`src/rtl/return_addr_stack_pkg.sv`:
```
// Shared PC-width constants and stack occupancy helpers.
// Also used by the PC register and fetch logic.
package return_addr_stack_pkg;
  localparam int PC_ADDR_W = 13;
  localparam int RAS_DEPTH = 8;
  localparam int RAS_PTR_W = $clog2(RAS_DEPTH);

  typedef enum logic [1:0] {OCC_EMPTY, OCC_PARTIAL, OCC_FULL} occ_e;

  function automatic occ_e occ_of(input int cnt, input int depth);
    if (cnt == 0)          return OCC_EMPTY;
    else if (cnt >= depth) return OCC_FULL;
    else                   return OCC_PARTIAL;
  endfunction
endpackage

```
`src/rtl/return_addr_stack_if.sv`:
```
// Call/return request and pop-result bundle between fetch control and the stack.
interface return_addr_stack_if import return_addr_stack_pkg::*; #(
  parameter int ADDR_W = PC_ADDR_W,
  parameter int PTR_W  = RAS_PTR_W
);
  logic              push;
  logic              pop;
  logic [ADDR_W-1:0] pushAddr;
  logic              clearErr;
  logic [ADDR_W-1:0] popAddr;
  logic              popValid;
  logic [PTR_W:0]    count;
  logic              empty;
  logic              full;
  logic              overflow;
  logic              underflow;

  modport master (
    output push, pop, pushAddr, clearErr,
    input  popAddr, popValid, count, empty, full, overflow, underflow
  );
  modport slave (
    input  push, pop, pushAddr, clearErr,
    output popAddr, popValid, count, empty, full, overflow, underflow
  );
endinterface

```
`src/rtl/return_addr_stack_mem.sv`:
```
// Stack storage: DEPTH x ADDR_W register file, sync write, async read, no reset.
module ras_mem #(
  parameter int ADDR_W = 13,
  parameter int DEPTH  = 8,
  parameter int PTR_W  = 3
) (
  input  logic              clk,
  input  logic              we,
  input  logic [PTR_W-1:0]  waddr,
  input  logic [ADDR_W-1:0] wdata,
  input  logic [PTR_W-1:0]  raddr,
  output logic [ADDR_W-1:0] rdata
);
  logic [ADDR_W-1:0] r_mem [DEPTH];

  always_ff @(posedge clk) begin
    if (we) r_mem[waddr] <= wdata;
  end

  assign rdata = r_mem[raddr];
endmodule

```
`src/rtl/return_addr_stack.sv`:
```
// Hardware call/return address stack feeding the PC register write port,
// with sticky overflow/underflow fault flags for the control unit.
module return_addr_stack import return_addr_stack_pkg::*; #(
  parameter int ADDR_W = PC_ADDR_W,
  parameter int DEPTH  = RAS_DEPTH,
  parameter int PTR_W  = $clog2(DEPTH)
) (
  input  logic                clk,
  input  logic                reset,
  return_addr_stack_if.slave  bus
);
  logic [PTR_W:0]    r_count;
  logic [ADDR_W-1:0] r_popAddr;
  logic              r_popValid;
  logic              r_overflow;
  logic              r_underflow;

  logic [PTR_W-1:0]  w_top_idx;
  logic [PTR_W-1:0]  w_waddr;
  logic [ADDR_W-1:0] w_rdata;
  logic              w_we;
  logic              w_empty;
  logic              w_full;
  occ_e              w_occ;

  assign w_occ     = occ_of(int'(r_count), DEPTH);
  assign w_empty   = (w_occ == OCC_EMPTY);
  assign w_full    = (w_occ == OCC_FULL);
  assign w_top_idx = PTR_W'(r_count - 1'b1);

  // A simultaneous push&pop overwrites the current top in place.
  assign w_we    = bus.push & ~reset & (bus.pop ? ~w_empty : ~w_full);
  assign w_waddr = bus.pop ? w_top_idx : r_count[PTR_W-1:0];

  ras_mem #(.ADDR_W(ADDR_W), .DEPTH(DEPTH), .PTR_W(PTR_W)) u_mem (
    .clk   (clk),
    .we    (w_we),
    .waddr (w_waddr),
    .wdata (bus.pushAddr),
    .raddr (w_top_idx),
    .rdata (w_rdata)
  );

  always_ff @(posedge clk) begin
    if (reset) begin
      r_count     <= '0;
      r_popAddr   <= '0;
      r_popValid  <= 1'b0;
      r_overflow  <= 1'b0;
      r_underflow <= 1'b0;
    end else begin
      r_popValid <= 1'b0;
      // Clear first so a fault raised in the same cycle wins.
      if (bus.clearErr) begin
        r_overflow  <= 1'b0;
        r_underflow <= 1'b0;
      end
      unique case ({bus.push, bus.pop})
        2'b10: begin
          if (w_occ == OCC_FULL) r_overflow <= 1'b1;
          else                   r_count    <= r_count + 1'b1;
        end
        2'b01: begin
          if (w_occ == OCC_EMPTY) r_underflow <= 1'b1;
          else begin
            r_popAddr  <= w_rdata;
            r_popValid <= 1'b1;
            r_count    <= r_count - 1'b1;
          end
        end
        2'b11: begin
          r_popValid <= 1'b1;
          r_popAddr  <= (w_occ == OCC_EMPTY) ? bus.pushAddr : w_rdata;
        end
        default: ;
      endcase
    end
  end

  assign bus.count     = r_count;
  assign bus.empty     = w_empty;
  assign bus.full      = w_full;
  assign bus.popAddr   = r_popAddr;
  assign bus.popValid  = r_popValid;
  assign bus.overflow  = r_overflow;
  assign bus.underflow = r_underflow;
endmodule

```
`src/flat_wrapper.sv`:
```
// flat-port wrapper written by rule: the top's interface ports become plain ports
module return_addr_stack_flat import return_addr_stack_pkg::*;
#(
  parameter int ADDR_W = PC_ADDR_W,
  parameter int DEPTH  = RAS_DEPTH,
  parameter int PTR_W  = $clog2(DEPTH)
)
  (clk, reset, bus_push, bus_pop, bus_pushAddr, bus_clearErr, bus_popAddr, bus_popValid, bus_count, bus_empty, bus_full, bus_overflow, bus_underflow);
  return_addr_stack_if #(.ADDR_W(ADDR_W), .PTR_W(PTR_W)) bus_i ();
  input  logic clk;
  input  logic reset;
  input wire logic [$bits(bus_i.push)-1:0] bus_push;
  input wire logic [$bits(bus_i.pop)-1:0] bus_pop;
  input wire logic [$bits(bus_i.pushAddr)-1:0] bus_pushAddr;
  input wire logic [$bits(bus_i.clearErr)-1:0] bus_clearErr;
  output wire logic [$bits(bus_i.popAddr)-1:0] bus_popAddr;
  output wire logic [$bits(bus_i.popValid)-1:0] bus_popValid;
  output wire logic [$bits(bus_i.count)-1:0] bus_count;
  output wire logic [$bits(bus_i.empty)-1:0] bus_empty;
  output wire logic [$bits(bus_i.full)-1:0] bus_full;
  output wire logic [$bits(bus_i.overflow)-1:0] bus_overflow;
  output wire logic [$bits(bus_i.underflow)-1:0] bus_underflow;
  assign bus_i.push = bus_push;
  assign bus_i.pop = bus_pop;
  assign bus_i.pushAddr = bus_pushAddr;
  assign bus_i.clearErr = bus_clearErr;
  assign bus_popAddr = bus_i.popAddr;
  assign bus_popValid = bus_i.popValid;
  assign bus_count = bus_i.count;
  assign bus_empty = bus_i.empty;
  assign bus_full = bus_i.full;
  assign bus_overflow = bus_i.overflow;
  assign bus_underflow = bus_i.underflow;
  return_addr_stack #(.ADDR_W(ADDR_W), .DEPTH(DEPTH), .PTR_W(PTR_W)) u_core (.clk(clk), .reset(reset), .bus(bus_i));
endmodule
```
`config.mk`:
```
export PLATFORM = sky130hd
export DESIGN_NAME = return_addr_stack_flat
export DESIGN_NICKNAME = d
export VERILOG_FILES = /design/src/rtl/return_addr_stack_pkg.sv /design/src/rtl/return_addr_stack_if.sv /design/src/rtl/return_addr_stack_mem.sv /design/src/rtl/return_addr_stack.sv /design/src/flat_wrapper.sv
export SDC_FILE = /design/constraint.sdc
export NUM_CORES = 1
export LEC_CHECK = 0
export BUFFER_PORTS_ARGS = -buffer_cell sky130_fd_sc_hd__buf_2
export CAP_MARGIN = 10
export CORE_MARGIN = 3
export CORE_UTILIZATION = 45
export CTS_CLUSTER_SIZE = 8
export DETAILED_ROUTE_END_ITERATION = 8
export GPL_ROUTABILITY_DRIVEN = 0
export HOLD_SLACK_MARGIN = 0.02
export REMOVE_ABC_BUFFERS = 1
export SLEW_MARGIN = 10
export SYNTH_ARGS = -nofsm -noshare
export SYNTH_HDL_FRONTEND = slang
export SYNTH_SLANG_ARGS = --single-unit
```
`constraint.sdc`:
```
create_clock -name clk -period 3.9 [get_ports clk]
set_clock_uncertainty 0.15 [all_clocks]
set_input_delay 0.195 -clock clk [delete_from_list [all_inputs] [get_ports clk]]
set_output_delay 0.195 -clock clk [all_outputs]
set_load 0.02 [all_outputs]
```
==> results_dict.tcl <==
set metrics [dict create \
    outcome "finished, final reports clean" \
    maxSlewHeadroom_pct 43.2 \
    final_cell_mix "edfxtp_1, buf_2, mux4_2" \
    maxSlewViolCount 0 \
    instances_no_fill 506 \
    critPathLaunchType "register" \
    cts_made_buffers 17 \
    r2r_cells 7 \
    synth_cell_types 40 \
    diodes 0 \
    coreArea_mm2 0.0106 \
    holdWs_ns 0.198 \
    rsz0062_at_grt "false" \
    drtIter0Drc 153 \
    synthesis.area_mm2 0.00500 \
    place_hpwl_mm 6.43 \
    wl_per_cell_um 20.3 \
    cts_setup_buffers 0 \
    avgViaCountPerCell 5.42 \
    design.final.nets 380 \
    r2r_setup_slack_ns 0.98 \
    post_cts_resized 0 \
    cts_tree "done" \
    path_clk_slew_ns 0.06 \
    overflow 0 \
    fmaxAchievable_mhz 342 \
    grt_pass1_wl_mm 15.8 \
    postRouteWirelength_mm 10.3 \
    grt_start_max_net_pins 34 \
    areaGrowthSynthToFinish_pct 20.9 \
    critPathCaptureType "register" \
    period_share_pct 74.9 \
    dr_total_vias 2745 \
    cts_root_buffer "clkbuf_8" \
    seq_area_frac_synth_pct 70.5 \
    cts_max_path_buffers 2 \
    slowest_delay_ns 0.71 \
    io_buffers 39 \
    cp_cell_sequence "inv_1 > ha_1 > or3b_1 > a31oi_1 > or3_4 > nor2_1 > buf_4" \
    cp.arrival_ns 2.97 \
    required_ns 3.94 \
    hold-path-cell-count 4 \
    drc 0 \
    htree_num_levels 4 \
    dp.cells 457 \
    wl_met2_mm 4.92 \
    avgSynthCellArea_um2 17.2 \
    ir_drop_uv 578 \
    start_util_pct 47.3 \
    p_int_mw 2.69 \
    clk_latency_ns 0.50 \
    p_switching_mw 1.00 \
    layout_commonest_cell "edfxtp_1" \
    postSynthCellCount 291 \
    dr.pass1.iters 4 \
    critical_path_class "reg -> reg" \
    hp-class "in -> reg" \
    tightest_slew_ns 0.852 \
    hold_viol_final 0 \
    sequentialPowerShare_pct 41.5 \
    pwr-share-clk_pct 40.7 \
    critical_path_peak_fanout 17 \
    drive_gt1_share_pct 31.1 \
    die_h_um 111 \
    die-width_um 111 \
    fill_cells 829 \
    wl_met1_mm 4.69 \
    ant_nets 0 \
    antenna_found_initial 0 \
    crit_slowest_cell "or3b_1" \
    maxCapViolations 0 \
    period_minus_slack_ns 2.92 \
    switching_share_pct 27.1 \
    power.static_leakage_nw 2.09 \
    p_comb_share_pct 17.7 \
    dieArea_mm2 0.0124 \
    numClockSinks 124 \
    yosysWarnings 0 \
    dr_wl_met3_um 611 \
    grt_pass1_vias 2821 \
    maxUsedRoutingLayer "met4" \
    io_pins 40 \
    power.density_mw_per_mm2 612 \
    ys_ff_latch 124 \
    setup_viol 0 \
    placementRows 37 \
    track_usage_pct 17.2 \
]
## cell families (layout without fill, tap and decap cells)
family	count (synthesis)	after routing	share of synthesized area, %
simple gates	52	52	5.76
buf+inv	24	103	3.23
mux	27	27	11.9
xor+xnor	4	4	0.701
compound gates	55	55	6.61
flops	124	124	70.5
fa+ha+maj	5	5	1.25
## cell usage after synthesis (all sizes together)
cell           n  area (µm²)
xnor2          1        8.76
nor2          15        56.3
nand2b         4        25.0
dlygate4sd3    1        10.0
inv            5        18.8
or2            2        12.5
o22ai         15         100
or3            2        22.5
nand3b         1        7.51
mux2           1        11.3
a2bb2o         1        20.0
mux4          26         586
nor3b          1        7.51
xor2           3        26.3
o211ai         1        7.51
or3b           1        8.76
buf           14         116
and3b          1        8.76
a21oi          8        47.6
and2b          1        7.51
nor3           1        5.00
nor4b          1        8.76
nand3          2        10.0
edfxtp       104        3120
dfxtp         20         400
a31oi          2        12.5
nand2         17        63.8
a211oi         1        7.51
clkbuf         4        16.3
ha             5        62.6
and4b          1        10.0
o21ai         27         135
nor2b          1        6.26
nand4bb        1        27.5
## area by class of cell
type | instances | area [µm²] | area share (%)
sequential | 124 | 3520 | 58.3
multi-input combinational | 143 | 1310 | 21.7
timing repair buffer | 66 | 440 | 7.29
clock buffer | 18 | 418 | 6.92
tap | 136 | 170 | 2.82
clock inverter | 14 | 159 | 2.63
inverter | 5 | 18.8 | 0.311
## stage by stage
stage / TNS, ns / setup slack (ns) / instance area, µm² / total power [mW] / util, %
6_report: 0 / 0.978 / 6040 / 3.70 / 57.3
5_1_grt: 0 / 0.769 / 6040 / 3.85 / 57.3
4_1_cts: 0 / 0.968 / 6040 / 3.73 / 57.3
3_5_place_dp: 0 / 1.02 / 5300 / 2.21 / 50.2
3_3_place_gp: 0 / 1.13 / 5300 / 2.20 / 50.2
2_1_floorplan: -31.12 / -0.333 / 4850 / 2.00 / -
## routing by layer
layer	track usage, %	vias up
met5	0	-
met2	26.9	73
met4	4.87	0
met3	4.35	4
li1	-	1278
met1	24.2	1390
## worst max-delay path, delay by kind of cell, from the launching register on
kind	cells	cell delay, ns
buffers and inverters	2	0.34
and+or+nand+nor	3	1.23
adders and majority gates	1	0.31
AOI/OAI and AO/OA	1	0.18
DFF	1	0.41
## power by group through the flow
stage                     combinational (mW)  clock (mW)  sequential (mW)
after floorplan                        0.374           0             1.63
after global placement                 0.640           0             1.56
after detailed placement               0.647           0             1.56
after CTS                              0.664        1.53             1.54
after global routing                   0.711        1.59             1.54
final                                  0.655        1.51             1.54
## worst paths after layout
kind                          start                       end
max             u_core.bus.count[1]  u_core.u_mem.r_mem[5][1]
min                         bus_pop       u_core.bus.popValid
max reg2reg     u_core.bus.count[1]  u_core.u_mem.r_mem[5][1]
min reg2reg  u_core.bus.popAddr[10]    u_core.bus.popAddr[10]
## flip-flops by register name, summed over array words and instances (netlist names)
name,flops
u_core.bus.popAddr,13
u_core.bus.count,4
u_core.bus.overflow,1
u_core.u_mem.r_mem,104
u_core.bus.popValid,1
u_core.bus.underflow,1
## timing repair
item / 4_1_cts / 5_1_grt
hold buffers: 17 / 0
hold endpoints to repair: 120 / 0
endpoints found under the setup margin: 0 / 0
No activity file was read; power rests on OpenSTA's default activity.
